[config.mk]
export PLATFORM = sky130hd
export DESIGN_NAME = trc_phase_ctrl
export DESIGN_NICKNAME = d
export VERILOG_FILES = /design/src/rtl/trc_pkg.sv /design/src/rtl/trc_phase_ctrl_load_rev_cnt.sv /design/src/rtl/trc_phase_ctrl.sv
export SDC_FILE = /design/constraint.sdc
export NUM_CORES = 1
export LEC_CHECK = 0
export CORE_MARGIN = 5
export CORE_UTILIZATION = 40
export CTS_CLUSTER_DIAMETER = 60
export DETAILED_ROUTE_END_ITERATION = 8
export MAX_ROUTING_LAYER = met4
export SLEW_MARGIN = 25
export SYNTH_ARGS = -nofsm -noshare
export SYNTH_HDL_FRONTEND = slang
export SYNTH_SLANG_ARGS = --single-unit
[constraint.sdc]
create_clock -name clk -period 4.3 [get_ports clk]
set_input_delay 0.86 -clock clk [delete_from_list [all_inputs] [get_ports clk]]
set_output_delay 0.86 -clock clk [all_outputs]
set_load 0.05 [all_outputs]
[src/rtl/trc_pkg.sv]
// Shared types for the traffic-light phase sequencer.
// Phase encoding, lamp codes and the phase-order helper.
package trc_pkg;

  typedef enum logic [2:0] {
    PH_RED   = 3'd0,
    PH_RY    = 3'd1,
    PH_GRN   = 3'd2,
    PH_YEL   = 3'd3,
    PH_FLASH = 3'd4
  } phase_e;

  // Lamp code bit order is {r, y, g}
  localparam logic [2:0] LAMP_OFF = 3'b000;
  localparam logic [2:0] LAMP_RED = 3'b100;
  localparam logic [2:0] LAMP_RY  = 3'b110;
  localparam logic [2:0] LAMP_GRN = 3'b001;
  localparam logic [2:0] LAMP_YEL = 3'b010;

  function automatic phase_e next_phase(input phase_e p);
    unique case (p)
      PH_RED:  next_phase = PH_RY;
      PH_RY:   next_phase = PH_GRN;
      PH_GRN:  next_phase = PH_YEL;
      default: next_phase = PH_RED;
    endcase
  endfunction

  function automatic logic [2:0] lamp_code(input phase_e p);
    unique case (p)
      PH_RED:  lamp_code = LAMP_RED;
      PH_RY:   lamp_code = LAMP_RY;
      PH_GRN:  lamp_code = LAMP_GRN;
      PH_YEL:  lamp_code = LAMP_YEL;
      default: lamp_code = LAMP_OFF;
    endcase
  endfunction

endpackage

[src/rtl/trc_phase_ctrl_load_rev_cnt.sv]
// Loadable up/down counter used as the phase timer.
// Load has priority over counting; rev=1 counts down.
module load_rev_cnt #(
  parameter int N = 4
) (
  input  logic         clk,
  input  logic         rst_n,
  input  logic         load,
  input  logic         rev,
  input  logic         en,
  input  logic [N-1:0] d,
  output logic [N-1:0] q
);

  always_ff @(posedge clk or negedge rst_n) begin
    if (!rst_n) begin
      q <= '0;
    end else if (load) begin
      q <= d;
    end else if (en) begin
      q <= rev ? q - 1'b1 : q + 1'b1;
    end
  end

endmodule

[src/rtl/trc_phase_ctrl.sv]
// Traffic-light phase sequencer for one approach.
// Drives a down-counting phase timer; handles ped, hold and night flash.
module trc_phase_ctrl
  import trc_pkg::*;
#(
  parameter int N      = 4,
  parameter int T_RED  = 10,
  parameter int T_RY   = 2,
  parameter int T_GRN  = 12,
  parameter int T_YEL  = 3,
  parameter int T_GMIN = 4
) (
  input  logic         clk,
  input  logic         R,
  input  logic         tick,
  input  logic         hold,
  input  logic         night,
  input  logic         ped_req,
  output logic         lamp_r,
  output logic         lamp_y,
  output logic         lamp_g,
  output logic [2:0]   phase,
  output logic [N-1:0] remain,
  output logic         ped_ack
);

  localparam int TMAX = 2 ** N;

  if (T_RED < 1 || T_RED > TMAX) begin : g_bad_red
    $error("T_RED out of range");
  end
  if (T_RY < 1 || T_RY > TMAX) begin : g_bad_ry
    $error("T_RY out of range");
  end
  if (T_GRN < 1 || T_GRN > TMAX) begin : g_bad_grn
    $error("T_GRN out of range");
  end
  if (T_YEL < 1 || T_YEL > TMAX) begin : g_bad_yel
    $error("T_YEL out of range");
  end
  if (T_GMIN < 1 || T_GMIN > T_GRN) begin : g_bad_gmin
    $error("T_GMIN out of range");
  end

  localparam logic [N-1:0] D_RED  = N'(T_RED - 1);
  localparam logic [N-1:0] D_RY   = N'(T_RY - 1);
  localparam logic [N-1:0] D_GRN  = N'(T_GRN - 1);
  localparam logic [N-1:0] D_YEL  = N'(T_YEL - 1);
  localparam logic [N-1:0] D_GMIN = N'(T_GMIN - 1);

  phase_e       ph_q;
  phase_e       ph_nxt;
  logic [2:0]   lamp_q;
  logic         init_ld;
  logic         shortd;
  logic         ld;
  logic [N-1:0] ld_d;
  logic         en;
  logic         shorten;
  logic         live;
  logic         zero;

  assign live = tick & ~hold;
  assign zero = (remain == '0);

  always_comb begin
    ph_nxt  = ph_q;
    ld      = 1'b0;
    ld_d    = '0;
    shorten = 1'b0;
    if (init_ld) begin
      ld     = 1'b1;
      ld_d   = D_RED;
      ph_nxt = PH_RED;
    end else if (night && ph_q != PH_FLASH) begin
      ld     = 1'b1;
      ph_nxt = PH_FLASH;
    end else if (!night && ph_q == PH_FLASH) begin
      ld     = 1'b1;
      ld_d   = D_RED;
      ph_nxt = PH_RED;
    end else if (live && zero && ph_q != PH_FLASH) begin
      ld     = 1'b1;
      ph_nxt = next_phase(ph_q);
      unique case (ph_nxt)
        PH_RY:   ld_d = D_RY;
        PH_GRN:  ld_d = D_GRN;
        PH_YEL:  ld_d = D_YEL;
        default: ld_d = D_RED;
      endcase
    end else if (live && ph_q == PH_GRN && ped_ack
                 && !shortd && remain > D_GMIN) begin
      ld      = 1'b1;
      ld_d    = D_GMIN;
      shorten = 1'b1;
    end
  end

  // Masking on zero keeps the timer from wrapping in FLASH or stalls
  assign en = live & ~ld & ~zero;

  load_rev_cnt #(.N(N)) u_tmr (
    .clk   (clk),
    .rst_n (~R),
    .load  (ld),
    .rev   (1'b1),
    .en    (en),
    .d     (ld_d),
    .q     (remain)
  );

  always_ff @(posedge clk or posedge R) begin
    if (R) begin
      ph_q    <= PH_RED;
      lamp_q  <= LAMP_RED;
      ped_ack <= 1'b0;
      init_ld <= 1'b1;
      shortd  <= 1'b0;
    end else begin
      init_ld <= 1'b0;
      ph_q    <= ph_nxt;
      if (ph_nxt != PH_FLASH) begin
        lamp_q <= lamp_code(ph_nxt);
      end else if (ph_q != PH_FLASH) begin
        lamp_q <= LAMP_OFF;
      end else if (live) begin
        lamp_q <= {1'b0, ~lamp_q[1], 1'b0};
      end
      if (ld && ph_q == PH_YEL && ph_nxt == PH_RED) begin
        ped_ack <= 1'b0;
      end else if (ped_req) begin
        ped_ack <= 1'b1;
      end
      if (ph_nxt != PH_GRN) begin
        shortd <= 1'b0;
      end else if (shorten) begin
        shortd <= 1'b1;
      end
    end
  end

  assign phase  = ph_q;
  assign lamp_r = lamp_q[2];
  assign lamp_y = lamp_q[1];
  assign lamp_g = lamp_q[0];

endmodule

==> run summary, run 1 <==
The run finished with clean final reports. The most critical setup path has its endpoint at phase[2]. Of the cells placed in the final design, the portion with a size suffix greater than 1 is 8.491%. The via count of the first global-routing pass is 659. The critical path buffer and inverter count is 1. The Yosys step of the flow raised 0 warnings. The die span in x is 55.61 um. The final count of pins violating max slew came out at 0. The portion of synthesized cell area occupied by the leading cell type came out at 33.08%. The part of the Yosys area used for sequential elements came out at 39.40%. For this design the ratio of total power to cell area is 276.5 nW/um^2.

The clock-pin slew of the registers on the worst-case setup and hold paths is 0.07 ns. The worst setup path is launched from a register. The starting utilization of the core area is 41.98%. The normalized max-slew margin came out at 66.32%. The count of state elements after synthesis came out at 13. The cell family contributing the most delay on the critical path is buffers and inverters. The routed length per instance came out at 13.77 um. For the final database, setup skew stands at 0.0006144 ns.

The wire length of the first global-routing pass came out at 3.029 mm. The total power of the final layout is 0.0002792 W. The number of flops mapped to enable cells by yosys is 0. The number of antenna cells inserted came out at 0.

In the synthesized netlist, the cells that appear most often are 12 x sky130_fd_sc_hd__nor2_1, 11 x sky130_fd_sc_hd__dfrtp_1, 6 x sky130_fd_sc_hd__nand3_1. The number of gates given a new drive strength after cts is 0. The number of hold-repair buffers added at the cts stage is 0.

The number of violations of the max-capacitance limit is 0. The final weighted congestion in routability-driven placement is 0.8870. Before antenna repair, the detailed router went through 5 iterations. The count of cells along the worst register-to-register path came out at 7. The number of antenna violations at the first check in global routing was 0. The floorplan has 16 rows. The required time of the critical path came out at 3.44 ns. The origin of the worst setup path is phase[2]. Setup repair after global routing left no endpoint under its margin. The final worst-path cycle share came out at 60.28%.

The maximum number of pins on one net before global-route repair came out at 14. The transition time at the pin with the least slew margin came out at 0.5036 ns. In this run the critical register-to-register path is launched from u_tmr.q[0]. In this run the number of H-tree levels came out at 1. The final cell area excluding filler cells came out at 1010 sq um.

In this run the worst path has a maximum fanout of 10. The largest single stage delay on the critical path is 0.88 ns. The setup slack on the worst flop-to-flop path is 2.33 ns. Counting the fill cells in the layout gives 172. Cells fill 50.95% of the core in the end. The highest achievable clock rate is 385.8 MHz.

The via count normalized by instance count is 5.263. The synthesized netlist net count is 99. The final route contains 700 vias. The setup TNS came out at 0 ns. The final routed wirelength across all metal layers is 1.832 mm. The leakage power summed over all cells is 0.4022 nW. The total of buffers placed on input and output ports came out at 16. The post-detailed-placement half-perimeter wirelength came out at 1.398 mm. The number of buffers created by CTS is 3. The final net count is 114. The critical path start-end classification is register to output pin. The cell accounting for the most synthesized area is sky130_fd_sc_hd__dfrtp_1. The DRC marker count from the first detailed-route iteration is 19. The most common cell in the synthesized netlist is sky130_fd_sc_hd__nor2_1.

The synthesized cell area is 832.0 sq um. The floorplan die height is 55.61 um. The post-route antenna net violation count came out at 0. Data on the critical path arrives at its endpoint at 1.73 ns. The worst path in the final design needs a cycle of 2.592 ns, including I/O delays and setup. From synthesis to final layout, the design area changed by 21.35%. The tightest min-delay check is of the register to register type. By area the synthesized netlist is led by sky130_fd_sc_hd__dfrtp_1 33%, sky130_fd_sc_hd__dfstp_2 6.3%, sky130_fd_sc_hd__mux2i_1 6.0%. The global-route congestion overflow total is 0. The total die area is 3092 sq um. Traced cell by cell, the critical path runs through clkdlybuf4s50_1. The synthesized instance count came out at 92. Setup violations remaining at the end of the flow were counted as 0.

For this design, the slowest cell found on the critical path is sky130_fd_sc_hd__clkdlybuf4s50_1. The clock passes through at most 2 buffers. The post-CTS setup repair buffer count is 0. The worst-case IR drop observed on VDD is 0.1742 mV. STA classifies the critical path endpoint as an output pin. In the synthesized netlist the dominant register cell turns out to be sky130_fd_sc_hd__dfrtp_1. In this run the critical register-to-register path is captured at lamp_q[2]. TritonCTS built the clock tree. In this run the number of cells on the critical path is 1. CTS placed an instance of sky130_fd_sc_hd__clkbuf_4 at the clock tree root. The synthesized area per cell came out at 9.044 sq um. The top-level port count came out at 17. The proportion of register bits with asynchronous set or reset after synthesis is 100.0%. The instance area after placement came out at 983.4 sq um. The core box area is 1982 sq um. Counting every sink on the clock net gives 13. In the global route stage, overall resource usage came out at 12.55%. The number of DRC violations after detailed routing is 0. The worst-skew pair later-pin latency is 0.27 ns. The final number of hold-violating endpoints came to 0. The count of cell types in the netlist came out at 41.
where the power goes:
group	switching, W	internal [W]
clock network	0.0000363	0.0000359
registers	0.00000735	0.000128
logic	0.0000437	0.0000278
worst min path at each step:
stage                     startpoint         to  slack, ns  cells past startpoint
after detailed placement   lamp_q[2]  lamp_q[2]       0.48                      2
after global routing       lamp_q[2]  lamp_q[2]       0.52                      2
after CTS                  lamp_q[2]  lamp_q[2]       0.50                      2
final                      lamp_q[2]  lamp_q[2]       0.49                      2
after floorplan               shortd     shortd       0.50                      2
after global placement     lamp_q[2]  lamp_q[2]       0.47                      2
cell families (layout without fill, tap and decap cells):
kind of cell | Yosys count | count (layout) | share of synthesized area, %
simple gates | 37 | 37 | 24.36
mux | 6 | 6 | 7.369
compound gates | 21 | 21 | 17.14
other cells | 1 | 1 | 0.4507
fa+ha+maj | 1 | 1 | 1.504
buf+inv | 11 | 25 | 7.669
xor+xnor | 2 | 2 | 2.106
flops | 13 | 13 | 39.40
through the flow:
stage,cells,worst slack (ns),hold slack (ns)
after global routing,133,1.655,0.5203
after floorplan,92,2.243,0.5032
after CTS,133,1.700,0.4987
after detailed placement,129,1.591,0.4846
final,133,1.708,0.4909
after global placement,129,1.665,0.4723
cell usage in the layout (no fill, tap or decap):
cell type,instances
sky130_fd_sc_hd__o2bb2ai_1,1
sky130_fd_sc_hd__or3_1,1
sky130_fd_sc_hd__conb_1,1
sky130_fd_sc_hd__o211a_1,1
sky130_fd_sc_hd__a41oi_1,1
sky130_fd_sc_hd__or3b_4,1
sky130_fd_sc_hd__clkbuf_1,1
sky130_fd_sc_hd__nand4_1,1
sky130_fd_sc_hd__nor2_1,12
sky130_fd_sc_hd__mux2i_1,5
sky130_fd_sc_hd__a31oi_1,1
sky130_fd_sc_hd__inv_1,4
sky130_fd_sc_hd__nor2b_1,3
sky130_fd_sc_hd__dfrtp_1,11
sky130_fd_sc_hd__inv_4,1
sky130_fd_sc_hd__ha_1,1
sky130_fd_sc_hd__mux2_1,1
sky130_fd_sc_hd__a21oi_2,1
sky130_fd_sc_hd__nor3b_2,1
sky130_fd_sc_hd__nand2_1,1
sky130_fd_sc_hd__nor3b_1,1
sky130_fd_sc_hd__o21ai_1,1
sky130_fd_sc_hd__clkbuf_4,3
sky130_fd_sc_hd__nor4_1,1
sky130_fd_sc_hd__a211oi_1,1
sky130_fd_sc_hd__a221oi_1,1
sky130_fd_sc_hd__or2_1,1
sky130_fd_sc_hd__a32o_1,1
sky130_fd_sc_hd__nor3_1,4
sky130_fd_sc_hd__nand2b_1,2
sky130_fd_sc_hd__nand3b_1,1
sky130_fd_sc_hd__o21ai_0,5
sky130_fd_sc_hd__xnor2_1,2
sky130_fd_sc_hd__clkdlybuf4s50_1,16
sky130_fd_sc_hd__nand3_1,6
sky130_fd_sc_hd__o2111a_1,1
sky130_fd_sc_hd__a21o_1,1
sky130_fd_sc_hd__nand4b_1,1
sky130_fd_sc_hd__dfstp_2,2
sky130_fd_sc_hd__a21oi_1,5
layer usage:
metal / global-route usage, % / wire (um) / vias up
met5: - / 0 / -
li1: - / - / 359
met4: 5.556 / 14 / 0
met3: 2.088 / 63 / 2
met2: 19.09 / 889 / 20
met1: 16.36 / 864 / 319
flip-flops by register name, indices dropped and copies added, names as in the netlist:
| register | cells |
|---|---|
| init_ld | 1 |
| shortd | 1 |
| ped_ack | 1 |
| u_tmr.q | 4 |
| phase | 3 |
| lamp_q | 3 |
layout make-up:
cell class / count / area [sq um] / share of cell area [%]
repair buffers: 16 / 160.2 / 15.86
clock buffers: 4 / 26.28 / 2.602
flip-flops and latches: 13 / 327.8 / 32.47
well taps: 27 / 33.78 / 3.346
multi-input cells: 68 / 440.4 / 43.62
inverters: 5 / 21.27 / 2.107
No activity file was read; power rests on OpenSTA's default activity.
==> run 2: changes to the inputs <==
==> constraint.sdc (replaced) <==
create_clock -name clk -period 2.6 [get_ports clk]
set_input_delay 0.52 -clock clk [delete_from_list [all_inputs] [get_ports clk]]
set_output_delay 0.52 -clock clk [all_outputs]
set_load 0.05 [all_outputs]
==> run 2 against run 1 <==
Effect of this change: worst setup slack got worse by 1.4 ns; utilization rose by 0.38 points; critical path depth did not move; power rose by 67%; final cell count rose by 0.75%; sequential power rose by 65%; first-iteration DRC count rose by 74%; design area rose by 0.74%; sequential cell count did not move; critical path type unchanged; largest power group unchanged.
==> run summary, run 2 (synthesized netlist as in run 1, its figures left out) <==
Leaving out fill and tap cells, the most frequent cell in the layout is sky130_fd_sc_hd__clkdlybuf4s50_1. The floorplan step set the die width to 55.61 um. The required time of the critical path came out at 2.08 ns.

Between clock sinks in the finished design, the worst skew comes to 0.0007027 ns. The routed length on met2 came out at 898 um. Cells with a size suffix above 1 make up 9.346% of the layout. Of the available clock period, the critical path in the final layout requires 87.18%. The sequential cell area is 327.8 sq um.

The worst setup path is launched from a register. The final number of hold-violating endpoints came out at 0. The area overhead of the layout relative to synthesis is 22.26%. The via count of the first global-routing pass is 723. The total power of the final layout is 0.0004675 W.

The flow ran to the end, and the final reports show no timing, DRC or antenna violations. The level count of the clock H-tree is 1. The number of buffers created by CTS is 3. The setup TNS came out at 0 ns. The highest metal layer used by the detailed router is met4. The post-CTS setup repair buffer count came out at 0. The routed design uses 112 um of met3 wire.

The normalized max-slew margin came out at 66.79%. The number of antenna cells inserted is 0. Grouping stages by cell kind, the critical path spends the most delay in buffers and inverters. Once placement completed, the tool counted placed cells totaling 130. The kind of end point of the critical path is an output pin. The wire length of the first global-routing pass is 3.208 mm. The number of hold-repair buffers added at the cts stage came out at 0.

The combined area of the multi-input logic cells is 440.4 sq um. In the layout the commonest cells are 16 x sky130_fd_sc_hd__clkdlybuf4s50_1, 12 x sky130_fd_sc_hd__nor2_1, 11 x sky130_fd_sc_hd__dfrtp_1. The slowest stage of the critical path is the sky130_fd_sc_hd__clkdlybuf4s50_1 cell.

The global-route congestion overflow total is 0. Input and output buffers added on the ports amount to 16. TritonCTS built the clock tree. The largest buffer count on any clock path came out at 2.

The worst-skew pair later-pin latency came out at 0.27 ns. After detailed routing, the number of vias per cell comes to 5.530. The min-delay analysis places its worst path in the category register to register. Setup repair after global routing left no endpoint under its margin.

The critical path goes through clkdlybuf4s50_1. The number of DRC violations after detailed routing came out at 0. The number of search-and-repair iterations in the first detailed-routing pass is 4.

The transition time at the pin with the least slew margin is 0.4966 ns. The clock period could shrink to 2.267 ns. The final weighted congestion in routability-driven placement is 0.8491. Clock tree synthesis found a total of 13 sinks. The routed length per instance came out at 14.01 um. The clock-pin slew of the registers on the worst-case setup and hold paths came out at 0.08 ns.

After filler insertion, the fill cell instance count of the layout stands at 178. The post-route antenna net violation count is 0. The number of antenna violations at the first check in global routing is 0. The routed design has 1.878 mm of wire. On the worst path, the slowest cell contributes a delay of 0.89 ns. The tool flagged a number of max-cap violations equal to 0. The total routing usage reported by global routing is 13.07%.

The initial utilization of the core area, before any placement, comes to 41.98%. The tree is rooted in a sky130_fd_sc_hd__clkbuf_4. The final count of pins violating max slew is 0.

The number of flip-flops under the largest register name is 4. The region available for standard cell placement spans 1982 sq um. The die covers 3092 sq um. The maximum number of pins on one net before global-route repair is 14. The final layout contains 115 nets. The DRC marker count from the first detailed-route iteration is 33.

The leakage power summed over all cells is 0.4073 nW. The highest fanout seen on the critical path came out at 10. 17 I/O pins were placed. After detailed routing, the wire length on met1 is 839 um.

The highest achievable clock rate is 441.2 MHz. The number of gates given a new drive strength after cts is 0. Ranked by flip-flop count, first place goes to u_tmr.q. By startpoint and endpoint, the worst setup path is classified as register to output pin. After floorplanning, the core was divided into 16 placement rows. Across the VDD grid, the largest voltage drop is 0.3597 mV. The total number of vias came out at 741.

The number of standard cells in the final layout excluding fillers came out at 134. Once layout is complete, the utilization of the core stands at 51.33%. The final count of negative-setup-slack endpoints came out at 0. The critical path buffer and inverter count came out at 1. The post-detailed-placement half-perimeter wirelength came out at 1.402 mm.

The endpoint arrival time on the critical path is 1.75 ns. The floorplan die height is 55.61 um. The power density of the placed cells came out at 459.5 nW/um^2.
==> run 2: changes by cell type in the layout (fill, tap and decap cells not counted), sizes merged <==
cell  previous run  this run
buf              0         1
==> run 2: per-stage QoR <==
step	instance area [sq um]	setup slack [ns]	hold WS, ns
2_1_floorplan	832.0	0.5433	0.3955
3_3_place_gp	991.0	0.3864	0.4718
3_5_place_dp	991.0	0.3620	0.4783
4_1_cts	1017	0.3441	0.4922
5_1_grt	1017	0.2972	0.5163
6_report	1017	0.3333	0.4881
==> run 2: power by group <==
| part | leakage, nW | switching, W | internal [W] |
|---|---|---|---|
| Clock | 0.0150 | 0.0000628 | 0.0000593 |
| Combinational | 0.230 | 0.0000739 | 0.0000472 |
| Sequential | 0.162 | 0.0000122 | 0.000212 |
| Total | 0.407 | 0.000149 | 0.000319 |
==> run 2: worst min-delay path: stages (launching register included) <==
cell	delay (ns)
sky130_fd_sc_hd__dfstp_2	0.38
sky130_fd_sc_hd__nand2_1	0.05
sky130_fd_sc_hd__mux2i_1	0.06
==> run 2: final cells by class <==
cell class / count / share of cell area [%]
well taps: 27 / 3.321
multi-input cells: 68 / 43.30
repair buffers: 17 / 16.48
clock buffers: 4 / 2.583
flip-flops and latches: 13 / 32.23
inverters: 5 / 2.091
==> run 2: layer usage <==
| layer | track usage (%) | vias to the layer above |
|---|---|---|
| met4 | 7.292 | 0 |
| met3 | 1.856 | 4 |
| met2 | 18.92 | 34 |
| met1 | 17.40 | 346 |
| li1 | - | 357 |
| met5 | - | - |
==> run 2: path summary, 6_finish.rpt <==
path / slack, ns / startpoint / to / cells after the start
setup / recovery: 0.33 / phase[2] / phase[2] / 1
hold / removal: 0.49 / lamp_q[2] / lamp_q[2] / 2
setup reg to reg: 0.67 / phase[2] / ped_ack / 5
hold reg to reg: 0.49 / lamp_q[2] / lamp_q[2] / 2
max in group asynchronous: 1.68 / R / lamp_q[2] / 2
min in group asynchronous: 0.57 / R / ped_ack / 2
